### src/rtl/mux_pkg.sv
// Shared constants and helpers for the N-input registered mux.
// Mode encodings and flattened-bus channel extraction.
package mux_pkg;

  localparam int MODE_SEL = 0;
  localparam int MODE_RR  = 1;

  localparam int MAX_W  = 256;
  localparam int MAX_IN = 16;
  localparam int FLAT_W = MAX_W * MAX_IN;

  // Caller truncates the result to its own channel width.
  function automatic logic [MAX_W-1:0] chan_slice(
    input logic [FLAT_W-1:0] flat,
    input int                idx,
    input int                width
  );
    chan_slice = MAX_W'(flat >> (idx * width));
  endfunction

endpackage

### src/rtl/mux_n_pipe_rr_arbiter.sv
// Round-robin arbiter: first requester at or after rr_ptr wins.
// The pointer moves past the winner only on an accepted transfer.
module rr_arbiter #(
  parameter int NUM_IN = 4,
  parameter int SEL_W  = $clog2(NUM_IN)
) (
  input  logic              clk,
  input  logic              rst_n,
  input  logic [NUM_IN-1:0] req,
  input  logic              advance,
  output logic [SEL_W-1:0]  grant,
  output logic              grant_valid
);

  logic [SEL_W-1:0] rr_ptr_q;
  logic [SEL_W-1:0] rr_ptr_d;

  always_comb begin
    int cand;
    cand        = 0;
    grant       = '0;
    grant_valid = 1'b0;
    for (int k = 0; k < NUM_IN; k++) begin
      cand = (int'(rr_ptr_q) + k) % NUM_IN;
      if (!grant_valid && req[cand]) begin
        grant_valid = 1'b1;
        grant       = SEL_W'(cand);
      end
    end
  end

  always_comb begin
    rr_ptr_d = rr_ptr_q;
    if (advance) begin
      if (int'(grant) + 1 == NUM_IN) begin
        rr_ptr_d = '0;
      end else begin
        rr_ptr_d = grant + 1'b1;
      end
    end
  end

  always_ff @(posedge clk or negedge rst_n) begin
    if (!rst_n) begin
      rr_ptr_q <= '0;
    end else begin
      rr_ptr_q <= rr_ptr_d;
    end
  end

endmodule

### src/rtl/mux_n_pipe.sv
// N-input registered mux with valid/ready on every port.
// Explicit select or round-robin grant feeds a one-entry output register.
module mux_n_pipe
  import mux_pkg::*;
#(
  parameter int WIDTH  = 32,
  parameter int NUM_IN = 4,
  parameter int SEL_W  = $clog2(NUM_IN),
  parameter int MODE   = 0
) (
  input  logic                    clk,
  input  logic                    rst_n,
  input  logic [NUM_IN-1:0]       in_valid,
  output logic [NUM_IN-1:0]       in_ready,
  input  logic [NUM_IN*WIDTH-1:0] in_data,
  input  logic [SEL_W-1:0]        sel,
  output logic                    out_valid,
  input  logic                    out_ready,
  output logic [WIDTH-1:0]        out_data,
  output logic [SEL_W-1:0]        out_src
);

  logic              load_en;
  logic              take;
  logic              grant_valid;
  logic [SEL_W-1:0]  grant;
  logic [FLAT_W-1:0] flat;

  logic              out_valid_q, out_valid_d;
  logic [WIDTH-1:0]  out_data_q, out_data_d;
  logic [SEL_W-1:0]  out_src_q, out_src_d;

  assign flat    = FLAT_W'(in_data);
  assign load_en = ~out_valid_q | out_ready;
  // Gating with rst_n keeps in_ready low for the whole reset window.
  assign take    = rst_n & grant_valid & load_en;

  if (MODE == MODE_RR) begin : g_rr
    logic unused_sel;
    assign unused_sel = ^sel;

    rr_arbiter #(
      .NUM_IN (NUM_IN),
      .SEL_W  (SEL_W)
    ) u_arb (
      .clk         (clk),
      .rst_n       (rst_n),
      .req         (in_valid),
      .advance     (take),
      .grant       (grant),
      .grant_valid (grant_valid)
    );
  end else begin : g_sel
    always_comb begin
      grant       = sel;
      grant_valid = 1'b0;
      if (int'(sel) < NUM_IN) begin
        grant_valid = in_valid[sel];
      end
    end
  end

  always_comb begin
    in_ready = '0;
    if (take) begin
      in_ready[grant] = 1'b1;
    end
  end

  always_comb begin
    out_valid_d = out_valid_q;
    out_data_d  = out_data_q;
    out_src_d   = out_src_q;
    if (take) begin
      out_valid_d = 1'b1;
      out_data_d  = WIDTH'(chan_slice(flat, int'(grant), WIDTH));
      out_src_d   = grant;
    end else if (out_ready) begin
      out_valid_d = 1'b0;
    end
  end

  always_ff @(posedge clk or negedge rst_n) begin
    if (!rst_n) begin
      out_valid_q <= 1'b0;
      out_data_q  <= '0;
      out_src_q   <= '0;
    end else begin
      out_valid_q <= out_valid_d;
      out_data_q  <= out_data_d;
      out_src_q   <= out_src_d;
    end
  end

  assign out_valid = out_valid_q;
  assign out_data  = out_data_q;
  assign out_src   = out_src_q;

endmodule

### config.mk
export PLATFORM = sky130hd
export DESIGN_NAME = mux_n_pipe
export DESIGN_NICKNAME = d
export VERILOG_FILES = /design/src/rtl/mux_pkg.sv /design/src/rtl/mux_n_pipe_rr_arbiter.sv /design/src/rtl/mux_n_pipe.sv
export SDC_FILE = /design/constraint.sdc
export NUM_CORES = 1
export LEC_CHECK = 0
export CORE_AREA = 2 2 83 85
export DETAILED_ROUTE_END_ITERATION = 8
export DIE_AREA = 0 0 85 87
export GPL_TIMING_DRIVEN = 1
export PLACE_DENSITY = 0.82
export SYNTH_ARGS = -nofsm -noshare
export SYNTH_HDL_FRONTEND = slang
export SYNTH_SLANG_ARGS = --single-unit
### constraint.sdc
create_clock -name clk -period 2.35 [get_ports clk]
set_input_delay 0.3525 -clock clk [delete_from_list [all_inputs] [get_ports clk]]
set_output_delay 0.3525 -clock clk [all_outputs]
set_load 0.05 [all_outputs]
* Yosys cells after proc, flatten, opt, wreduce, memory -nomap -nowiden
Index checks and enable logic that the tools add are counted.
Operators by class: reduce and logical (&&, ||, !) cells 2, bitwise gates (word level) 4, multiplexer cells 7, shift-type cells 1, magnitude comparators 2
Operator list (count):
- $shr 128x7->32 | 1
- $mux 1 | 4
- $mux 4 | 1
- $lt 2x3->1 const B | 1
- $and 1x1->1 | 2
- $bmux 1 s2 | 1
- $demux 1 s2 | 1
- $ge 2x1->1 const B | 1
- $reduce_bool 2->1 | 1
- $logic_and 1x1->1 | 1
- $not 1->1 | 1
- $or 1x1->1 | 1
Storage, ports and cells: bits of input ports 137, output and inout port bits 39, register bits 35

* Depth between registers and ports, before layout
depth after elaboration 5, mapped depth 5

* Worst setup path before layout
OpenSTA, ideal clock, no wires.
path kind reg2out, start point register out_valid_q, in the netlist out_valid, end point output port in_ready[0], cell stages (with the launch flop) 4, setup slack -586 ps, path buffers 0, arrival 2583 ps, path through dfrtp_1 nand2b_1 nand2_1 nor4b_1
Between the ends: word-level cells in the longest chain between the ends 4
Ends and longest elaborated chain:
- from (decl) | RTL line mux_n_pipe.sv:29 | logic out_valid_q, out_valid_d;
- from (signal assigned) | RTL line mux_n_pipe.sv:89 | out_valid_q <= out_valid_d;
- $not 1->1 | RTL line mux_n_pipe.sv:34 | assign load_en = ~out_valid_q | out_ready;
- $or 1x1->1 | RTL line mux_n_pipe.sv:34
- $and 1x1->1 | RTL line mux_n_pipe.sv:36 | assign take = rst_n & grant_valid & load_en;
- $mux 4 | RTL line mux_n_pipe.sv:65 | if (take) begin
- to (decl) | RTL line mux_n_pipe.sv:14 | output logic [NUM_IN-1:0] in_ready,
Every way passes these cells.

* Worst setup path after layout
start point input port rst_n, end point output port in_ready[0]
Between the ends: word-level cells in the longest chain between the ends 3
Ends and longest elaborated chain:
- from (decl) | RTL line mux_n_pipe.sv:12 | input logic rst_n,
- $and 1x1->1 (2 in a row) | RTL line mux_n_pipe.sv:36
- $mux 4 | RTL line mux_n_pipe.sv:65
Every way passes these cells.

==> reports/results.ini <==
[global_route]
grt-busiest-layer = met2
grt_max_degree = 34
gr-total-overflow = 0
grt_antenna_before_repair = 0
grt_usage_pct = 19.0
global_route.usage.met2_pct = 35.8
grt_pass1_wl_mm = 10.8
grt_use_met1_pct = 20.6
use_met3_pct = 6.07
first_global_vias = 2199

[clocking]
clock-sinks = 35
cts_tree = yes
postCtsSetupRepairBufs = 0
clock_latency_ns = 0.28
cts-root-buf = clkbuf_8
hold_buffers = 1
clkTransAtPathRegs_ns = 0.07
clk_path_buf_depth = 2
cts_resized = 0
cts_htree_levels = 2
cts_buffers = 5

[synth]
synth_edf_count = 0
syn_avg_cell_area_um2 = 18.1
synthDistinctLibCells = 20
syn-instance-count = 129
synth_fp_nets = 266
synth_top_area_share_pct = 37.6
yosysMostFrequentCell = dfrtp_1
synth_flop_cell = dfrtp_1
synth_area_um2 = 2330
ys_ff_latch = 35
synth_area_leader_cell = dfrtp_1
synth_area_leaders = dfrtp_1, mux4_2, mux2_4
ys_seq_area_share_pct = 37.6
yosys_warnings = 0
async_reset_ff_share_pct = 100
netlist_top_cells_count = dfrtp_1, mux4_2, mux2_4

[floorplan]
core.rowCount = 30
dieArea_um2 = 7400
fp.dieW_um = 85
start_util_pct = 35.5
fp.coreArea_um2 = 6570
dieHeight_um = 87
pin_count = 176

[pwr]
total_power_mw = 3.00
seqPwrFrac_pct = 28.9
intPower_mw = 1.84
powerDensity_nw_per_um2 = 697
clkPwrFrac_pct = 15.7
switching_power_mw = 1.17
p_leak_nw = 1.76
peakVddDrop_mv = 0.550
p_sw_share_pct = 38.9
combinationalPowerShare_pct = 55.4

[route]
antenna_left = 0
drtIter0Drc = 23
vias_per_cell = 5.02
wl_per_cell_um = 17.5
routed_wl_mm = 6.82
drtPass1Iterations = 4
route.detailed.drc = 0
num_vias = 1951

[setup_path]
critPathArrivalTime_ns = 1.81
path_class = in -> out
r2r-start = out_valid
reg2reg_depth = 4
endpoint = in_ready[0]
crit_path_max_fanout = 9
cp.required_ns = 2.00
rrSetupSlack_ns = 0.98
start_kind = input pin
end_kind = output port
startpoint = rst_n
r2r_end = out_data[8]

[timing]
finalHoldViolCount = 0
period_needed_ns = 2.16
worst_pin_slew_ns = 0.538
setup_violations = 0
fin_ws_ns = 0.189
whs_ns = 0.397
slew_viol_final = 0
setup_tns_ns = 0
max_freq_mhz = 463
fin_crit_sh_pct = 92.0
rsz0062_at_grt = false
fin_skew_ns = 0.00307
relSlewSlack_pct = 64.0

[finish]
drive_gt1_share_pct = 29.8
diodes = 0
final_nets = 445
area_growth_pct = 84.9
final_util_pct = 65.6

[status]
outcome = complete, no violations

[hold_path]
worstHoldPathType = in -> reg
hp-start = sel[1]

[placement]
dp_hpwl_mm = 5.70
dp_slack_ns = 0.209
port_buffers = 175
place.gp.congestion = 0.721

[flow_run]
max-cap-violations = 0

worst max-delay path, stage by stage:
cell           delay (ns)
dlygate4sd3_1        0.54
buf_2                0.23
nand2_1              0.13
nor4b_2              0.38
buf_12               0.18
area by class of cell:
type                       count  area [µm²]
clock buffer                   8         100
sequential                    35         876
timing repair buffer         183        1860
tap                           80         100
multi-input combinational     83        1370
fill                         485        2260
registers in the layout (all words and copies together) (netlist names):
signal and flops:
out_src 2, out_valid 1, out_data 32
worst min path at each step:
stage,endpoint,slack (ns),cells after the start
global placement,out_src[0],0.21,1
floorplan,out_data[0],0.06,0
detailed placement,out_src[0],0.21,1
CTS,out_src[1],0.39,2
global route,out_src[1],0.40,2
finish,out_src[1],0.40,2
layout by cell type (no fill, tap or decap), drive strengths merged:
| cell | count |
|---|---|
| a22o | 1 |
| a31o | 1 |
| buf | 14 |
| clkbuf | 8 |
| clkdlybuf4s50 | 168 |
| dfrtp | 35 |
| dlygate4sd3 | 1 |
| mux2 | 35 |
| mux4 | 33 |
| nand2 | 5 |
| nand2b | 1 |
| nand3 | 3 |
| nor2 | 1 |
| nor3 | 1 |
| nor3b | 1 |
| nor4b | 1 |
power groups by stage:
| stage | clock network [mW] | registers, mW | logic (mW) |
|---|---|---|---|
| 6_report | 0.471 | 0.869 | 1.66 |
| 5_1_grt | 0.514 | 0.888 | 1.73 |
| 4_1_cts | 0.488 | 0.870 | 1.68 |
| 3_5_place_dp | 0 | 0.876 | 1.68 |
| 3_3_place_gp | 0 | 0.871 | 1.65 |
| 2_1_floorplan | 0 | 1.46 | 0.430 |
cell families (layout without fill, tap and decap cells):
group,after synthesis,in the layout,share of synthesized area [%]
buf+inv,11,191,4.40
mux,68,68,53.9
simple gates,13,13,3.33
compound gates,2,2,0.752
flops,35,35,37.6
through the flow:
step	std cells	area (µm²)
final	389	4310
after global routing	389	4310
after CTS	389	4310
after detailed placement	380	4200
after global placement	380	4200
after floorplan	129	2350
per-layer routing:
| layer | part of all wire [%] | vias to the layer above |
|---|---|---|
| met1 | 35 | 963 |
| met4 | 0.67 | 0 |
| met3 | 8.6 | 4 |
| li1 | - | 885 |
| met5 | 0 | - |
| met2 | 56 | 99 |
(Power assumes the default switching activity.)
